===== src/rtl/mem_pkg.sv =====
// Shared FSM state and default widths for the memory access pipe.
package mem_pkg;
    localparam int DEF_DATA_W   = 16;
    localparam int DEF_ADDR_W   = 5;
    localparam int DEF_REG_W    = 3;
    localparam int DEF_LOAD_LAT = 2;
    localparam int CNT_W        = 3;

    typedef enum logic [1:0] {
        IDLE      = 2'd0,
        LOAD_WAIT = 2'd1,
        OUT_HOLD  = 2'd2
    } state_t;
endpackage


===== src/rtl/data_memory_sp.sv =====
// Single-port data memory: synchronous write, registered read that only updates on a read enable.
module data_memory_sp #(
    parameter int DATA_W = 16,
    parameter int ADDR_W = 5
) (
    input  logic              clk,
    input  logic              we,
    input  logic              re,
    input  logic [ADDR_W-1:0] addr,
    input  logic [DATA_W-1:0] wdata,
    output logic [DATA_W-1:0] rdata
);
    logic [DATA_W-1:0] mem [2**ADDR_W];

    // rdata holds its value between reads so a stalled load bundle stays stable.
    always_ff @(posedge clk) begin
        if (we) mem[addr] <= wdata;
        if (re) rdata <= mem[addr];
    end
endmodule


===== src/rtl/memory_access_pipe.sv =====
// One-op-in-flight memory access stage: store/load/pass requests produce a write-back bundle.
// Handshakes: a transfer happens on a rising edge where valid and ready are both high.
module memory_access_pipe
    import mem_pkg::*;
#(
    parameter int DATA_W   = DEF_DATA_W,
    parameter int ADDR_W   = DEF_ADDR_W,
    parameter int REG_W    = DEF_REG_W,
    parameter int LOAD_LAT = DEF_LOAD_LAT
) (
    input  logic              clk,
    input  logic              rst,
    input  logic              in_valid,
    output logic              in_ready,
    input  logic [ADDR_W-1:0] in_addr,
    input  logic [DATA_W-1:0] in_data,
    input  logic [REG_W-1:0]  in_rd,
    input  logic              in_is_load,
    input  logic              in_is_store,
    input  logic              in_wr_en,
    output logic              wb_valid,
    input  logic              wb_ready,
    output logic [DATA_W-1:0] wb_data,
    output logic [REG_W-1:0]  wb_rd,
    output logic              wb_wr_en
);
    state_t            state;
    logic [CNT_W-1:0]  cnt;
    logic [DATA_W-1:0] data_r;
    logic [REG_W-1:0]  rd_r;
    logic              wr_en_r;
    logic              sel_mem;
    logic [DATA_W-1:0] mem_rdata;
    logic              accept;
    logic              op_store;
    logic              op_load;

    assign op_store = in_is_store;
    assign op_load  = in_is_load & ~in_is_store;
    assign in_ready = ~rst & ((state == IDLE) | ((state == OUT_HOLD) & wb_ready));
    assign accept   = in_valid & in_ready;

    data_memory_sp #(.DATA_W(DATA_W), .ADDR_W(ADDR_W)) u_mem (
        .clk   (clk),
        .we    (accept & op_store),
        .re    (accept & op_load),
        .addr  (in_addr),
        .wdata (in_data),
        .rdata (mem_rdata)
    );

    always_ff @(posedge clk) begin
        if (rst) begin
            state   <= IDLE;
            cnt     <= '0;
            data_r  <= '0;
            rd_r    <= '0;
            wr_en_r <= 1'b0;
            sel_mem <= 1'b0;
        end else begin
            case (state)
                LOAD_WAIT: begin
                    cnt <= cnt - 1'b1;
                    if (cnt == CNT_W'(1)) state <= OUT_HOLD;
                end
                OUT_HOLD: if (wb_ready && !accept) state <= IDLE;
                default: ;
            endcase
            // A new accept overrides the drain above, giving back-to-back throughput.
            if (accept) begin
                rd_r    <= in_rd;
                wr_en_r <= in_wr_en;
                data_r  <= in_data;
                sel_mem <= op_load;
                if (op_load) begin
                    cnt   <= CNT_W'(LOAD_LAT - 1);
                    state <= (LOAD_LAT > 1) ? LOAD_WAIT : OUT_HOLD;
                end else begin
                    cnt   <= '0;
                    state <= OUT_HOLD;
                end
            end
        end
    end

    assign wb_valid = (state == OUT_HOLD);
    assign wb_data  = wb_valid ? (sel_mem ? mem_rdata : data_r) : '0;
    assign wb_rd    = wb_valid ? rd_r : '0;
    assign wb_wr_en = wb_valid & wr_en_r;
endmodule


===== config.mk =====
export PLATFORM = sky130hd
export DESIGN_NAME = memory_access_pipe
export DESIGN_NICKNAME = d
export VERILOG_FILES = /design/src/rtl/mem_pkg.sv /design/src/rtl/data_memory_sp.sv /design/src/rtl/memory_access_pipe.sv
export SDC_FILE = /design/constraint.sdc
export NUM_CORES = 1
export LEC_CHECK = 0
export BUFFER_PORTS_ARGS = -buffer_cell sky130_fd_sc_hd__buf_2
export CAP_MARGIN = 0
export CELL_PAD_IN_SITES_DETAIL_PLACEMENT = 0
export CELL_PAD_IN_SITES_GLOBAL_PLACEMENT = 1
export CORE_MARGIN = 2
export CORE_UTILIZATION = 45
export CTS_CLUSTER_SIZE = 20
export DETAILED_ROUTE_END_ITERATION = 6
export GPL_TIMING_DRIVEN = 1
export HOLD_SLACK_MARGIN = 0.03
export PLACE_DENSITY = 0.79
export SYNTH_ARGS = -nofsm -noshare
export SYNTH_HDL_FRONTEND = slang
export SYNTH_SLANG_ARGS = --single-unit
export TNS_END_PERCENT = 50

===== constraint.sdc =====
create_clock -name clk -period 9.55 [get_ports clk]
set_input_delay 1.91 -clock clk [delete_from_list [all_inputs] [get_ports clk]]
set_output_delay 1.91 -clock clk [all_outputs]
set_load 0.1 [all_outputs]

==> results of run 1 <==
stage by stage:
step	hold WS, ps	power (mW)
2_1_floorplan	452	2.87
3_5_place_dp	481	2.96
3_3_place_gp	465	2.96
4_1_cts	495	4.87
6_report	489	4.85
5_1_grt	515	4.97
report_power, final:
| group | internal, mW | switching, mW |
|---|---|---|
| Combinational | 0.0696 | 0.161 |
| Clock | 1.09 | 0.850 |
| Sequential | 2.67 | 0.00654 |
| Total | 3.83 | 1.02 |
state kept, by name (all words and copies together) (netlist names):
signal,flops
u_mem.mem,512
data_r,16
u_mem.rdata,16
cnt,3
rd_r,3
state,2
sel_mem,1
wr_en_r,1
tightest hold or removal path: stages (launching register included):
cell and delay (ps):
dfxtp_1 320, mux2i_1 70, nor2_1 70
kinds of logic after synthesis:
family	after synthesis	share of synthesized area (%)
DFF	554	75.9
muxes	292	13.5
and+or+nand+nor	161	4.17
AOI/OAI and AO/OA	136	4.19
buffers and inverters	81	2.04
xor gates and xnor gates	2	0.0812
adders and majority gates	2	0.116
final cells by class:
class / instances / area (sq um)
fill: 3774 / 23400
sequential: 554 / 16400
multi-input combinational: 593 / 4830
clock buffer: 58 / 1300
tap: 615 / 769
timing repair buffer: 84 / 523
clock inverter: 34 / 277
inverter: 6 / 22.5
routing by layer:
| metal | share of wire, % | wire (um) | vias to the layer above | track usage, % |
|---|---|---|---|---|
| met5 | 0.067 | 33 | - | 0 |
| met4 | 2.2 | 1090 | 4 | 5.09 |
| met3 | 7.7 | 3820 | 65 | 2.98 |
| met2 | 46 | 22700 | 446 | 30.6 |
| met1 | 44 | 21700 | 5644 | 29.5 |
| li1 | - | - | 5009 | - |
cells in the final DEF (no fill, tap or decap), types with 6 or more instances in the layout:
cell type / instances
nor4_1: 32
nor2_1: 62
buf_2: 51
inv_1: 6
clkbuf_16: 51
edfxtp_1: 528
nand2_1: 20
dfxtp_1: 26
clkinv_1: 11
mux2i_1: 292
clkinv_2: 13
clkbuf_1: 7
o22ai_2: 9
buf_4: 31
nand4bb_1: 7
o22ai_1: 119
path summary, 6_finish.rpt:
kind / startpoint / endpoint / slack [ps]
worst min register to register: wr_en_r / wr_en_r / 490
worst max-delay path: rst / in_ready / 4740
worst min-delay path: wr_en_r / wr_en_r / 490
worst max register to register: state[1] / u_mem.mem[28][8] / 6480
==> results.py, run 1 <==
metrics = {
    "routing": {
        "route.detailed.drc": 0,
        "antenna_left": 0,
        "num_vias": 11168,
        "vias_per_cell": 5.74,
        "post_drt_wl_per_cell_um": 25.4,
        "drt-initial-drc-count": 1272,
        "first_pass_iters": 5,
        "routed_wirelength_um": 49300,
    },
    "clock_tree": {
        "cts.sinks": 554,
        "cts_tree": "done",
        "clk_latency_ps": 570,
        "cts_setup_buffers": 0,
        "cts-hold-fix-buffers": 0,
        "clockBufferDepth": 3,
        "htreeDepth": 2,
        "cts-buffers-inserted": 51,
        "post_cts_resized": 0,
        "root_buffer": "clkbuf_16",
        "path_clk_slew_ps": 60,
    },
    "power_and_ir_drop": {
        "p_leak_nw": 8.34,
        "ir_worst_vdd_v": 0.000138,
        "p_per_area_mw_per_mm2": 201,
    },
    "synth": {
        "synth-seq-area-share_pct": 75.9,
        "ys_warn_count": 0,
        "synth_top_cell_area_share_pct": 73.5,
        "yosys_most_used_dff": "edfxtp_1",
        "synthCells": 1228,
        "synth.distinct_cells": 38,
        "synth_edf_count": 528,
        "synth.net_count": 1261,
        "syn_area_per_cell_sq_um": 17.6,
        "synth_area_leaders": "edfxtp_1, mux2i_1, o22ai_1",
        "async_flop_share_pct": 0,
        "synth_area_leader_cell": "edfxtp_1",
        "synth-seq-cells": 554,
        "yosys-top-cells-count": "edfxtp_1, mux2i_1, o22ai_1",
        "yosysMostFrequentCell": "edfxtp_1",
        "syn_area_sq_mm": 0.0216,
    },
    "floorplanning": {
        "io_pins": 53,
        "die_w_um": 223,
        "rows": 80,
        "core-area_sq_mm": 0.0475,
        "die_h_um": 223,
        "die_area_sq_mm": 0.0497,
        "initial_utilization_pct": 45.4,
    },
    "placement": {
        "place.detailed.hpwl_um": 29600,
        "place.gp.congestion": 0.820,
        "pre_cts_ws_ps": 4210,
        "placed_cell_area_sq_mm": 0.0225,
        "dp.cells": 1852,
        "numPortBuffers": 52,
    },
    "worst_setup_path": {
        "path_buf_inv": 2,
        "start_kind": "input pin",
        "crit_arrival_ps": 2900,
        "crit_path_top_delay_cell": "buf_2",
        "end_kind": "output pin",
        "crit_top_cell": "buf_2",
        "crit_fanout": 28,
        "critPathTopFamily": "buffers and inverters",
        "r2r_cells": 4,
        "path_cells": "buf_2 -> nor3_1 -> buf_2",
        "critPathRequiredTime_ps": 7640,
        "crit_type": "input pin to output pin",
        "crit_cells": 3,
        "slowest_delay_ps": 450,
    },
    "min_path": {
        "hold_path_depth": 2,
        "hp-class": "flip-flop to flip-flop",
    },
    "grt": {
        "grt_pass1_vias": 10773,
        "grt_pass1_wl_um": 72500,
        "grt_util_all_layers_pct": 19.8,
        "grt_max_degree": 137,
        "overflow": 0,
        "antenna_found_initial": 2,
    },
    "final_layout": {
        "fin_area_sq_mm": 0.0241,
        "syn_to_final_growth_pct": 11.7,
        "final_core_util_pct": 50.7,
        "final_cell_count_no_fill": 1944,
        "drive_above_1_share_pct": 13.8,
        "finalNetCount": 1323,
        "diodes": 0,
    },
    "run": {
        "drv_cap": 0,
    },
    "timing": {
        "rsz0062_at_grt": "false",
        "max_freq_ghz": 0.208,
        "tns_ps": 0,
        "final-hold-violation-count": 0,
        "tightest_slew_ps": 1210,
        "slew_headroom_pct": 19.1,
        "slew_viol_final": 0,
        "period_minus_slack_ps": 4810,
        "finClkSkew_ps": 18.3,
        "finalSetupViolCount": 0,
        "fin_ws_ps": 4740,
        "period_share_pct": 50.4,
    },
    "status": {
        "status": "finished, final reports clean",
    },
}
No activity file was read; power rests on OpenSTA's default activity.
==> run 2, diff against run 1 <==
--- a/config.mk
+++ b/config.mk
@@ -5,6 +5,7 @@
 export SDC_FILE = /design/constraint.sdc
 export NUM_CORES = 1
 export LEC_CHECK = 0
+export ABC_AREA = 1
 export BUFFER_PORTS_ARGS = -buffer_cell sky130_fd_sc_hd__buf_2
 export CAP_MARGIN = 0
 export CELL_PAD_IN_SITES_DETAIL_PLACEMENT = 0
@@ -15,7 +16,7 @@
 export DETAILED_ROUTE_END_ITERATION = 6
 export GPL_TIMING_DRIVEN = 1
 export HOLD_SLACK_MARGIN = 0.03
-export PLACE_DENSITY = 0.79
+export PLACE_DENSITY = 0.84
 export SYNTH_ARGS = -nofsm -noshare
 export SYNTH_HDL_FRONTEND = slang
 export SYNTH_SLANG_ARGS = --single-unit
==> constraint.sdc (replaced) <==
create_clock -name clk -period 4.86 [get_ports clk]
set_input_delay 0.972 -clock clk [delete_from_list [all_inputs] [get_ports clk]]
set_output_delay 0.972 -clock clk [all_outputs]
set_load 0.1 [all_outputs]
==> results.py, run 2 <==
metrics = {
    "worst_setup_path": {
        "crit_path_top_delay_cell": "nor2_1",
        "critPathTopFamily": "simple AND/OR/NAND/NOR gates",
        "path_cells": "inv_1 -> nor2_1 -> o21ai_0 -> a21oi_1 -> buf_2",
        "path_buf_inv": 2,
        "r2r_cells": 6,
        "r2r_end": "u_mem.mem[11][2]",
        "crit_arrival_ps": 2930,
        "r2r-start": "state[0]",
        "crit_path_start": "state[1]",
        "rrSetupSlack_ps": 2340,
        "crit_path_end": "wb_data[12]",
        "crit_cells": 5,
        "end_kind": "output pin",
        "start_kind": "flip-flop",
        "crit_type": "flip-flop to output pin",
        "slowest_delay_ps": 760,
        "crit_fanout": 18,
        "critPathRequiredTime_ps": 3890,
    },
    "synth": {
        "synth-xor-area-share_pct": 0.0751,
        "synth_compound_area_share_pct": 1.50,
        "synth.distinct_cells": 25,
        "yosys.area_share.adder_pct": 0.107,
        "yosys_most_used_dff": "edfxtp_1",
        "syn_area_sq_mm": 0.0233,
        "synth-seq-cells": 554,
        "yosys-top-cells-count": "nand2_1, edfxtp_1, nor2_1",
        "synthCells": 2246,
        "yosysMostFrequentCell": "nand2_1",
        "synth.net_count": 2279,
        "synth_area_leaders": "edfxtp_1, nand2_1, dfxtp_1",
        "syn_area_per_cell_sq_um": 10.4,
        "synth-seq-area-share_pct": 70.2,
        "async_flop_share_pct": 0,
        "synth_top_family_by_area": "simple AND/OR/NAND/NOR gates",
        "synth_edf_count": 528,
        "synth_area_leader_cell": "edfxtp_1",
        "yosys.area_share.simple_pct": 24.4,
        "ys_warn_count": 0,
        "synth_top_cell_area_share_pct": 68.0,
        "synthMuxAreaShare_pct": 0,
    },
    "clock_tree": {
        "root_buffer": "clkbuf_16",
        "cts.sinks": 554,
        "cts-buffers-inserted": 56,
        "clockBufferDepth": 3,
        "cts_tree": "done",
        "clk_latency_ps": 610,
        "cts-hold-fix-buffers": 0,
        "htreeDepth": 2,
        "cts_setup_buffers": 0,
        "post_cts_resized": 0,
        "path_clk_slew_ps": 60,
    },
    "timing": {
        "final-hold-violation-count": 0,
        "slew_viol_final": 0,
        "finalSetupViolCount": 0,
        "slew_headroom_pct": 32.9,
        "period_share_pct": 80.2,
        "rsz0062_at_grt": "false",
        "max_freq_ghz": 0.257,
        "period_minus_slack_ps": 3900,
        "tns_ps": 0,
        "fin_hold_ws_ps": 464,
        "finClkSkew_ps": 23.4,
        "tightest_slew_ps": 1000,
    },
    "final_layout": {
        "finalNetCount": 2337,
        "top_register": "u_mem.mem",
        "final_cell_count_no_fill": 3029,
        "final_common_cell": "nand2_1",
        "top_regs": "u_mem.mem: 512 flops, data_r: 16 flops, u_mem.rdata: 16 flops",
        "layout_common_cells": "nand2_1, edfxtp_1, nor2_1",
        "largest_reg_flops": 512,
        "fillers": 4609,
        "syn_to_final_growth_pct": 11.2,
        "drive_above_1_share_pct": 8.73,
    },
    "grt": {
        "grt_pass1_wl_um": 89300,
        "overflow": 0,
        "grt_max_degree": 79,
        "grt_pass1_vias": 15046,
        "antenna_found_initial": 2,
        "grt_util_all_layers_pct": 22.3,
    },
    "floorplanning": {
        "initial_utilization_pct": 45.5,
        "die_w_um": 232,
        "die_h_um": 232,
        "rows": 83,
        "io_pins": 53,
        "die_area_sq_mm": 0.0537,
        "core-area_sq_mm": 0.0513,
    },
    "status": {
        "status": "finished, final reports clean",
    },
    "placement": {
        "dp.cells": 2926,
        "numPortBuffers": 52,
        "place.gp.congestion": 0.815,
        "place.detailed.hpwl_um": 33600,
    },
    "min_path": {
        "hp-class": "flip-flop to flip-flop",
    },
    "run": {
        "drv_cap": 0,
    },
    "routing": {
        "first_pass_iters": 6,
        "antenna_left": 0,
        "routed_wirelength_um": 58900,
        "num_vias": 15496,
        "route.detailed.drc": 0,
        "drt-initial-drc-count": 1617,
        "post_drt_wl_per_cell_um": 19.4,
        "vias_per_cell": 5.12,
    },
    "power_and_ir_drop": {
        "p_leak_nw": 10.7,
        "p_per_area_mw_per_mm2": 387,
        "ir_worst_vdd_v": 0.000308,
    },
}
run 2: kinds of logic (layout without fill, tap and decap cells):
kind of cell             count (synthesis)  in the layout
AND/OR/NAND/NOR                       1479           1479
flip-flops                             554            554
buffers and inverters                  151            252
AO/OA/AOI/OAI                           58             58
adder cells (fa/ha/maj)                  2              2
XOR/XNOR                                 2              2
other                                    0              2
run 2: final cells by class:
type | count | area (sq um) | area share [%]
sequential | 554 | 16400 | 63.1
multi-input combinational | 1541 | 6070 | 23.4
clock buffer | 71 | 1480 | 5.70
tap | 680 | 851 | 3.28
timing repair buffer | 109 | 712 | 2.74
clock inverter | 30 | 274 | 1.06
inverter | 42 | 173 | 0.666
antenna | 2 | 5.00 | 0.0193
run 2: per-layer routing:
layer  part of all wire (%)  up-vias  track usage, %  wire, um
met1                     43     7424            30.6     25200
met4                    3.1        0            8.17      1840
met3                    7.8       95            3.85      4600
met2                     46      565            35.6     27200
met5                      0        -               0         0
li1                       -     7412               -         -
run 2: worst min-delay path, cell delays in order (launching register included):
cell	delay (ps)
dfxtp_1	300
inv_1	60
a211oi_1	60
run 2: through the flow:
stage | total power, mW | setup slack [ps] | cell area, sq um | utilization (%)
6_report | 10.0 | 961 | 25900 | 50.6
5_1_grt | 10.3 | 786 | 25900 | 50.6
4_1_cts | 10.1 | 942 | 25900 | 50.6
3_5_place_dp | 5.97 | 1440 | 24200 | 47.1
3_3_place_gp | 5.97 | 1500 | 24200 | 47.1
2_1_floorplan | 5.76 | 1070 | 23300 | -
run 2: worst min path at each step:
stage / depth (start not counted) / end / slack [ps] / start
after floorplan: 2 / data_r[15] / 440 / data_r[15]
after global placement: 2 / data_r[1] / 450 / data_r[1]
after detailed placement: 2 / data_r[14] / 450 / data_r[14]
after CTS: 2 / data_r[14] / 470 / data_r[14]
after global routing: 2 / data_r[4] / 480 / data_r[4]
final: 2 / data_r[4] / 460 / data_r[4]
run 2: power breakdown:
group          internal, mW  total, mW  switching [mW]  leakage [nW]
Clock                  2.40       4.17            1.77         0.841
Sequential             5.26       5.26         0.00874          4.96
Combinational         0.132      0.610           0.478          4.87
